### src/rtl/ual_seq.sv
// Sequential arithmetic unit: single-cycle add/sub/compare and a WIDTH-cycle
// shift-add multiplier, with registered result and flags.
module ual_seq #(
  parameter int unsigned WIDTH = 4
) (
  input  logic               clk,
  input  logic               rst_n,
  input  logic               start,
  input  logic [1:0]         op,
  input  logic [WIDTH-1:0]   a,
  input  logic [WIDTH-1:0]   b,
  output logic               busy,
  output logic               done,
  output logic [2*WIDTH-1:0] result,
  output logic               zero,
  output logic               eq,
  output logic               lt
);

  localparam int unsigned RW = 2 * WIDTH;
  localparam int unsigned CW = $clog2(WIDTH + 1);

  localparam logic [1:0] OP_ADD = 2'b00;
  localparam logic [1:0] OP_SUB = 2'b01;
  localparam logic [1:0] OP_MUL = 2'b10;

  typedef enum logic [1:0] {IDLE, MUL, DONE} state_t;

  state_t           state, state_d;
  logic [RW-1:0]    acc, acc_d, ma, ma_d, acc_sum;
  logic [WIDTH-1:0] mb, mb_d, a_l, a_l_d, b_l, b_l_d;
  logic [CW-1:0]    cnt, cnt_d;
  logic [RW-1:0]    result_d;
  logic             zero_d, eq_d, lt_d, busy_d, done_d;
  logic [WIDTH:0]   sum_w, diff_w;

  // Next-state and datapath; result/flags only move on a completion.
  always_comb begin
    state_d  = state;
    acc_d    = acc;
    ma_d     = ma;
    mb_d     = mb;
    a_l_d    = a_l;
    b_l_d    = b_l;
    cnt_d    = cnt;
    result_d = result;
    zero_d   = zero;
    eq_d     = eq;
    lt_d     = lt;
    sum_w    = {1'b0, a} + {1'b0, b};
    diff_w   = {1'b0, a} - {1'b0, b};
    acc_sum  = acc + (mb[0] ? ma : RW'(0));

    case (state)
      IDLE, DONE: begin
        if (state == DONE) state_d = IDLE;
        if (start) begin
          a_l_d = a;
          b_l_d = b;
          if (op == OP_MUL) begin
            state_d = MUL;
            acc_d   = '0;
            cnt_d   = '0;
            ma_d    = RW'(a);
            mb_d    = b;
          end else begin
            state_d = DONE;
            case (op)
              OP_ADD:  result_d = RW'(sum_w);
              OP_SUB:  result_d = RW'(diff_w);
              default: result_d = '0;
            endcase
            zero_d = (result_d == '0);
            eq_d   = (a == b);
            lt_d   = (a < b);
          end
        end
      end
      MUL: begin
        // One multiplier bit per cycle, LSB first.
        acc_d = acc_sum;
        ma_d  = ma << 1;
        mb_d  = mb >> 1;
        cnt_d = cnt + CW'(1);
        if (cnt == CW'(WIDTH - 1)) begin
          state_d  = DONE;
          result_d = acc_sum;
          zero_d   = (acc_sum == '0);
          eq_d     = (a_l == b_l);
          lt_d     = (a_l < b_l);
        end
      end
      default: state_d = IDLE;
    endcase

    busy_d = (state_d == MUL);
    done_d = (state_d == DONE);
  end

  always_ff @(posedge clk) begin
    if (!rst_n) begin
      state  <= IDLE;
      acc    <= '0;
      ma     <= '0;
      mb     <= '0;
      a_l    <= '0;
      b_l    <= '0;
      cnt    <= '0;
      result <= '0;
      zero   <= 1'b1;
      eq     <= 1'b0;
      lt     <= 1'b0;
      busy   <= 1'b0;
      done   <= 1'b0;
    end else begin
      state  <= state_d;
      acc    <= acc_d;
      ma     <= ma_d;
      mb     <= mb_d;
      a_l    <= a_l_d;
      b_l    <= b_l_d;
      cnt    <= cnt_d;
      result <= result_d;
      zero   <= zero_d;
      eq     <= eq_d;
      lt     <= lt_d;
      busy   <= busy_d;
      done   <= done_d;
    end
  end

endmodule

### config.mk
export PLATFORM = sky130hd
export DESIGN_NAME = ual_seq
export DESIGN_NICKNAME = d
export VERILOG_FILES = /design/src/rtl/ual_seq.sv
export SDC_FILE = /design/constraint.sdc
export NUM_CORES = 1
export LEC_CHECK = 0
export BUFFER_PORTS_ARGS = -buffer_cell sky130_fd_sc_hd__buf_4
export CAP_MARGIN = 20
export CORE_ASPECT_RATIO = 1.4
export CORE_MARGIN = 1.5
export CORE_UTILIZATION = 30
export DETAILED_ROUTE_END_ITERATION = 10
export PLACE_DENSITY_LB_ADDON = 0.25
export SLEW_MARGIN = 20
export SYNTH_ARGS = -nofsm -noshare
export SYNTH_HDL_FRONTEND = slang
export SYNTH_SLANG_ARGS = --single-unit
### constraint.sdc
create_clock -name clk -period 3.54 [get_ports clk]
set_input_delay 0.177 -clock clk [delete_from_list [all_inputs] [get_ports clk]]
set_output_delay 0.177 -clock clk [all_outputs]
set_load 0.05 [all_outputs]
==> results.sh, run 1 <==
export IMPL_wirelength_mm=6.35
export IMPL_status="completed"
export IMPL_utilization=0.355
export IMPL_place_congestion=0.805
export IMPL_synth_yosys_warnings=0
export IMPL_grt_pass1_wl_mm=10.3
export IMPL_pwr_density_cell_nw_per_um2=410
export IMPL_syn_area_um2=2630
export IMPL_cp_start_kind="register"
export IMPL_min_path_type="in -> reg"
export IMPL_worstMarginPinSlew_ns=0.894
export IMPL_endpoint_kind="register"
export IMPL_cp_buffers_inverters=0
export IMPL_fmax_mhz=362
export IMPL_cp_arrival_ns=2.99
export IMPL_antenna_cells=0
export IMPL_io_buffers=25
export IMPL_maxUsedRoutingLayer="met4"
export IMPL_grt_pass1_vias=2102
export IMPL_multi_input_comb_area_um2=1590
export IMPL_p_leak_nw=1.33
export IMPL_layout_nets=359
export IMPL_synth_top_cell_by_area="dfxtp_1"
export IMPL_yosys_register_bits=46
export IMPL_fp_dieArea_um2=9340
export IMPL_cts_inserted_buffers=5
export IMPL_regArea_um2=921
export IMPL_fin_crit_sh=0.781
export IMPL_die_x_um=82.1
export IMPL_post_cts_setup_buffers=0
export IMPL_wl_met2_mm=3.39
export IMPL_crit_required_ns=3.77
export IMPL_synth_cell_type_count=45
export IMPL_grt_max_degree=43
export IMPL_firstDrtPassIters=4
export IMPL_num_io_pins=26
export IMPL_rsz0062_at_grt="no"
export IMPL_vias=2154
export IMPL_rr_startpoint="mb[0]"
export IMPL_start_util=0.307
export IMPL_drive_above_1_share=0.124
export IMPL_maxCapViolCount=0
export IMPL_ant_nets=0
export IMPL_drt_iter0_markers=135
export IMPL_post_cts_resized=0
export IMPL_drc=0
export IMPL_hold_buffers=0
export IMPL_synth_edf_count=0
export IMPL_wl_per_cell_um=14.9
export IMPL_irDropWorstVdd_mv=0.232
export IMPL_cts_root_buf="clkbuf_16"
export IMPL_critPathMaxStageDelay_ns=0.53
export IMPL_reg2regPathDepth=7
export IMPL_coreArea_um2=8560
export IMPL_min_delay_start="a[0]"
export IMPL_insertion_delay_ns=0.29
export IMPL_viasPerCell=5.04
export IMPL_path_class="reg -> reg"
export IMPL_worstSetupEndpoint="zero"
export IMPL_synthArstFlopShare=0
export IMPL_final_cell_mix="dfxtp_1 (46), nand2_1 (40), buf_4 (28), ha_1 (22)"
export IMPL_grtUsageTotal=0.146
export IMPL_drt_met1_wl_mm=2.73
export IMPL_slowest_stage="or4_1"
export IMPL_syn_nets=342
export IMPL_postSynthAreaPerCell_um2=8.65
export IMPL_die_h_um=114
export IMPL_reg2reg_slack_ns=0.78
export IMPL_postSynthCellCount=304
export IMPL_htreeDepth=2
export IMPL_hold_violations=0
export IMPL_synth_top_area_frac=0.350
export IMPL_path_cells="and2_1 -> ha_1 -> fa_1 -> or4_1 -> or4_1 -> or4_1 -> o21ai_1"
export IMPL_setup_viol=0
export IMPL_seq_area_frac_synth=0.350
export IMPL_cts_tree="yes"
export IMPL_antenna_found_initial=0
export IMPL_synthTopCellsByArea="dfxtp_1 (35%), ha_1 (10%), nand2_1 (5.7%), a21boi_0 (4.9%), a21oi_1 (3.2%)"
export IMPL_critPathLaunch="mb[0]"
export IMPL_rows=40
export IMPL_fillers=889
export IMPL_crit_family="simple AND/OR/NAND/NOR gates"
export IMPL_dp_hpwl_mm=4.62
export IMPL_min_period_ns=2.76
export IMPL_reg2reg_to="zero"
export IMPL_clock_sinks=46
export IMPL_met3WireLength_um=122
export IMPL_fin_skew_ns=0.00415
export IMPL_clockBufferDepth=2
export IMPL_max_slew_margin_rel=0.404
export IMPL_grt_overflow=0
export IMPL_layout_commonest_cell="dfxtp_1"
export IMPL_setup_tns_ns=0
export IMPL_area_delta_synth_final_pct=15.7
export IMPL_cts_clk_slew_worst_paths_ns=0.06
export IMPL_path_max_fanout=9
export IMPL_cp_depth=7
export IMPL_drv_slew=0
export IMPL_critPathMostFrequentCell="or4_1"
export IMPL_synth_ff_type="dfxtp_1"
[per-layer routing]
metal,global-route usage,vias up
met1,0.175,1025
li1,-,1102
met5,0,-
met2,0.256,21
met3,0.0232,6
met4,0.0531,0
[synth_stat cells, types with 2 or more instances]
| library cell | number |
|---|---|
| a211oi_1 | 2 |
| a21boi_0 | 17 |
| a21o_1 | 5 |
| a21oi_1 | 17 |
| a22oi_1 | 6 |
| a31oi_1 | 2 |
| a32oi_1 | 3 |
| and2_1 | 9 |
| buf_2 | 4 |
| clkbuf_1 | 13 |
| dfxtp_1 | 46 |
| fa_1 | 3 |
| ha_1 | 22 |
| inv_1 | 10 |
| mux2i_1 | 5 |
| nand2_1 | 40 |
| nand2b_1 | 4 |
| nand3_1 | 8 |
| nand4_1 | 2 |
| nor2_1 | 16 |
| nor2b_1 | 12 |
| nor3_1 | 4 |
| nor3b_1 | 2 |
| o211a_1 | 6 |
| o211ai_1 | 3 |
| o21ai_0 | 10 |
| o21ai_1 | 2 |
| o21bai_1 | 4 |
| or3_1 | 2 |
| or4_1 | 3 |
| xnor2_1 | 8 |
[state kept, by name (all words and copies together) (netlist names)]
signal  count
state       2
b_l         4
busy        1
done        1
lt          1
zero        1
acc         8
a_l         4
ma          8
cnt         3
eq          1
mb          4
result      8
[layout make-up]
type	count	area share
Clock inverter	1	0.00165
Tap cell	105	0.0432
Sequential cell	46	0.303
Clock buffer	7	0.0469
Multi-Input combinational cell	230	0.524
Inverter	10	0.0123
Timing Repair Buffer	28	0.0691
[power by group]
part / total, mW / leakage [nW] / internal, mW / switching [mW]
combinational: 0.215 / 0.881 / 0.0817 / 0.134
clock: 0.475 / 0.0739 / 0.280 / 0.194
sequential: 0.556 / 0.375 / 0.541 / 0.0151
[worst register-to-register path, delay by kind of cell (launching register included)]
family	cells	cell delay, ns
AO/OA/AOI/OAI	1	0.09
AND/OR/NAND/NOR	4	1.51
adder cells (fa/ha/maj)	2	0.70
flip-flops	1	0.42
[cell families (layout without fill, tap and decap cells)]
group                    after synthesis  after routing  share of synthesized area
adder cells (fa/ha/maj)               25             25                      0.128
buffers and inverters                 28             46                     0.0433
XOR/XNOR                               9              9                     0.0300
AO/OA/AOI/OAI                         85             85                      0.233
flip-flops                            46             46                      0.350
AND/OR/NAND/NOR                      106            106                      0.197
multiplexers                           5              5                     0.0190
[through the flow]
| step | hold slack, ns | setup WS [ns] | power [mW] | cell area [µm²] | std cells |
|---|---|---|---|---|---|
| 2_1_floorplan | 0.322 | 0.981 | 0.715 | 2630 | 304 |
| 3_3_place_gp | 0.453 | 0.828 | 0.784 | 2890 | 419 |
| 3_5_place_dp | 0.460 | 0.791 | 0.785 | 2890 | 419 |
| 4_1_cts | 0.154 | 0.781 | 1.26 | 3040 | 427 |
| 5_1_grt | 0.168 | 0.642 | 1.30 | 3040 | 427 |
| 6_report | 0.159 | 0.775 | 1.25 | 3040 | 427 |
[worst min path at each step]
stage / endpoint / slack (ns) / depth (start not counted)
5_1_grt: a_l[0] / 0.17 / 3
4_1_cts: a_l[0] / 0.15 / 3
2_1_floorplan: a_l[3] / 0.32 / 2
3_5_place_dp: b_l[3] / 0.46 / 2
6_report: a_l[0] / 0.16 / 3
3_3_place_gp: a_l[0] / 0.45 / 2
No activity file was read; power rests on OpenSTA's default activity.
==> run 2, diff against run 1 <==
--- a/config.mk
+++ b/config.mk
@@ -5,6 +5,7 @@
 export SDC_FILE = /design/constraint.sdc
 export NUM_CORES = 1
 export LEC_CHECK = 0
+export ABC_AREA = 1
 export BUFFER_PORTS_ARGS = -buffer_cell sky130_fd_sc_hd__buf_4
 export CAP_MARGIN = 20
 export CORE_ASPECT_RATIO = 1.4
==> constraint.sdc (replaced) <==
create_clock -name clk -period 2.85 [get_ports clk]
set_input_delay 0.1425 -clock clk [delete_from_list [all_inputs] [get_ports clk]]
set_output_delay 0.1425 -clock clk [all_outputs]
set_load 0.05 [all_outputs]
==> results.sh, run 2 <==
export IMPL_status="completed"
export IMPL_final_cell_mix="nand2_1 (99), dfxtp_1 (46), inv_1 (40), nor2_1 (31), a21oi_1 (29)"
export IMPL_start_util=0.306
export IMPL_p_leak_nw=1.44
export IMPL_crit_required_ns=3.09
export IMPL_pwr_density_cell_nw_per_um2=520
export IMPL_seq_area_frac_synth=0.354
export IMPL_layout_commonest_cell="nand2_1"
export IMPL_setup_viol=0
export IMPL_synth_top_cell_by_area="dfxtp_1"
export IMPL_antenna_found_initial=0
export IMPL_critPathLaunch="mb[0]"
export IMPL_grt_overflow=0
export IMPL_post_cts_setup_buffers=0
export IMPL_cts_inserted_buffers=5
export IMPL_hold_buffers=0
export IMPL_synth_yosys_warnings=0
export IMPL_wl_per_cell_um=13.6
export IMPL_cp_start_kind="register"
export IMPL_rr_startpoint="mb[0]"
export IMPL_endpoint_kind="register"
export IMPL_synthTopCellsByArea="dfxtp_1 (35%), nand2_1 (14%), ha_1 (11%), inv_1 (5.8%), a21oi_1 (5.6%)"
export IMPL_synth_ff_type="dfxtp_1"
export IMPL_place_congestion=0.899
export IMPL_critPathMostFrequentCell="nand2_1"
export IMPL_syn_nets=407
export IMPL_drv_slew=0
export IMPL_slowest_stage="dfxtp_1"
export IMPL_die_h_um=113
export IMPL_fin_skew_ns=0.00698
export IMPL_synth_top_area_frac=0.354
export IMPL_dp_hpwl_mm=4.95
export IMPL_cts_root_buf="clkbuf_16"
export IMPL_min_period_ns=2.22
export IMPL_min_delay_start="b[3]"
export IMPL_synth_cell_type_count=31
export IMPL_worstMarginPinSlew_ns=0.745
export IMPL_postSynthCellCount=369
export IMPL_fin_hold_ws_ns=0.131
export IMPL_antenna_cells=0
export IMPL_cts_clk_slew_worst_paths_ns=0.07
export IMPL_worst_slack_ns=0.629
export IMPL_critPathMaxStageDelay_ns=0.47
export IMPL_synth_edf_count=0
export IMPL_grt_pass1_vias=2191
export IMPL_layout_nets=427
export IMPL_wirelength_mm=6.73
export IMPL_ant_nets=0
export IMPL_irDropWorstVdd_mv=0.245
export IMPL_io_buffers=25
export IMPL_preCtsSetupSlack_ns=0.651
export IMPL_vias=2371
export IMPL_post_cts_resized=0
export IMPL_insertion_delay_ns=0.29
export IMPL_drt_iter0_markers=121
export IMPL_viasPerCell=4.79
export IMPL_path_max_fanout=9
export IMPL_drc=0
export IMPL_path_class="reg -> reg"
export IMPL_hold_violations=0
export IMPL_fin_crit_sh=0.779
export IMPL_clock_sinks=46
export IMPL_yosys_register_bits=46
export IMPL_drive_above_1_share=0.118
export IMPL_setup_tns_ns=0
export IMPL_htreeDepth=2
export IMPL_fmax_mhz=450
export IMPL_max_slew_margin_rel=0.503
export IMPL_area_delta_synth_final_pct=15.8
export IMPL_coreArea_um2=8510
export IMPL_rsz0062_at_grt="no"
export IMPL_firstDrtPassIters=4
export IMPL_grt_pass1_wl_mm=11.0
export IMPL_cp_buffers_inverters=1
export IMPL_synthArstFlopShare=0
export IMPL_min_path_type="in -> reg"
export IMPL_syn_area_um2=2600
export IMPL_biggestRegsByFlops="acc: 8 flops, ma: 8 flops, result: 8 flops"
export IMPL_cts_tree="yes"
export IMPL_synth_common_cells="nand2_1 (99), dfxtp_1 (46), inv_1 (40)"
export IMPL_die_x_um=81.7
export IMPL_postSynthAreaPerCell_um2=7.06
export IMPL_post_synth_top_count_cell="nand2_1"
export IMPL_grt_max_degree=28
export IMPL_maxCapViolCount=0
export IMPL_fp_dieArea_um2=9250
export IMPL_clockBufferDepth=2
export IMPL_path_cells="nand2_1 -> inv_1 -> ha_1 -> fa_1 -> or2_2 -> nor3_1 -> nand3_1 -> nor2_1 -> nand3_1 -> nand2_1 -> nand2_1 -> nand2_1"
export IMPL_rows=40
export IMPL_num_io_pins=26
export IMPL_grtUsageTotal=0.160
export IMPL_crit_family="simple AND/OR/NAND/NOR gates"
export IMPL_cp_arrival_ns=2.46
==> run 2: cell count changes in the layout (fill, tap and decap cells not counted), moves of 12 or more <==
| cell | change |
|---|---|
| inv_1 | +30 |
| o21ai_0 | +16 |
| a21boi_0 | -17 |
| nand3_1 | +12 |
| nor2_1 | +15 |
| nand2_1 | +59 |
| a21oi_1 | +12 |
| nor2b_1 | -12 |
==> run 2: metal layers <==
metal / routed length [µm] / global-route usage / vias up / part of all wire
li1: - / - / 1241 / -
met1: 2790 / 0.182 / 1098 / 0.41
met2: 3670 / 0.284 / 23 / 0.55
met3: 97 / 0.0226 / 9 / 0.014
met4: 163 / 0.0746 / 0 / 0.024
met5: 0 / 0 / - / 0
==> run 2: cells by family after synthesis <==
kind of cell             synth area share
AND/OR/NAND/NOR                     0.266
flip-flops                          0.354
XOR/XNOR                          0.00336
AO/OA/AOI/OAI                       0.157
buffers and inverters              0.0908
adder cells (fa/ha/maj)             0.129
==> run 2: worst paths after layout <==
path | end | cells after the start | slack (ns)
max | zero | 12 | 0.63
max reg2reg | zero | 12 | 0.63
min | mb[3] | 3 | 0.13
min reg2reg | b_l[1] | 2 | 0.46
==> run 2: power breakdown <==
group	switching, mW	internal [mW]	leakage [nW]	total, mW
logic	0.193	0.0917	0.991	0.284
registers	0.0197	0.677	0.377	0.697
clock network	0.261	0.325	0.0698	0.586
total	0.474	1.09	1.44	1.57
==> run 2: worst min-delay path, stage by stage <==
cell,delay (ns)
buf_4,0.12
nand2_1,0.06
a21oi_1,0.05
==> run 2: final cells by class <==
cell class                      instances  area (µm²)
Clock buffer                            5         125
Inverter                               45         174
Clock inverter                          3        21.3
Sequential cell                        46         921
Multi-Input combinational cell        265        1450
Fill cell                             944        5490
Tap cell                              105         131
Timing Repair Buffer                   26         195
==> run 2: per-stage QoR <==
| stage | utilization | area (µm²) | total power [mW] | instances |
|---|---|---|---|---|
| floorplan | - | 2600 | 0.907 | 369 |
| global placement | 0.337 | 2870 | 0.997 | 487 |
| detailed placement | 0.337 | 2870 | 0.998 | 487 |
| CTS | 0.354 | 3010 | 1.59 | 495 |
| global route | 0.354 | 3010 | 1.65 | 495 |
| finish | 0.354 | 3010 | 1.57 | 495 |
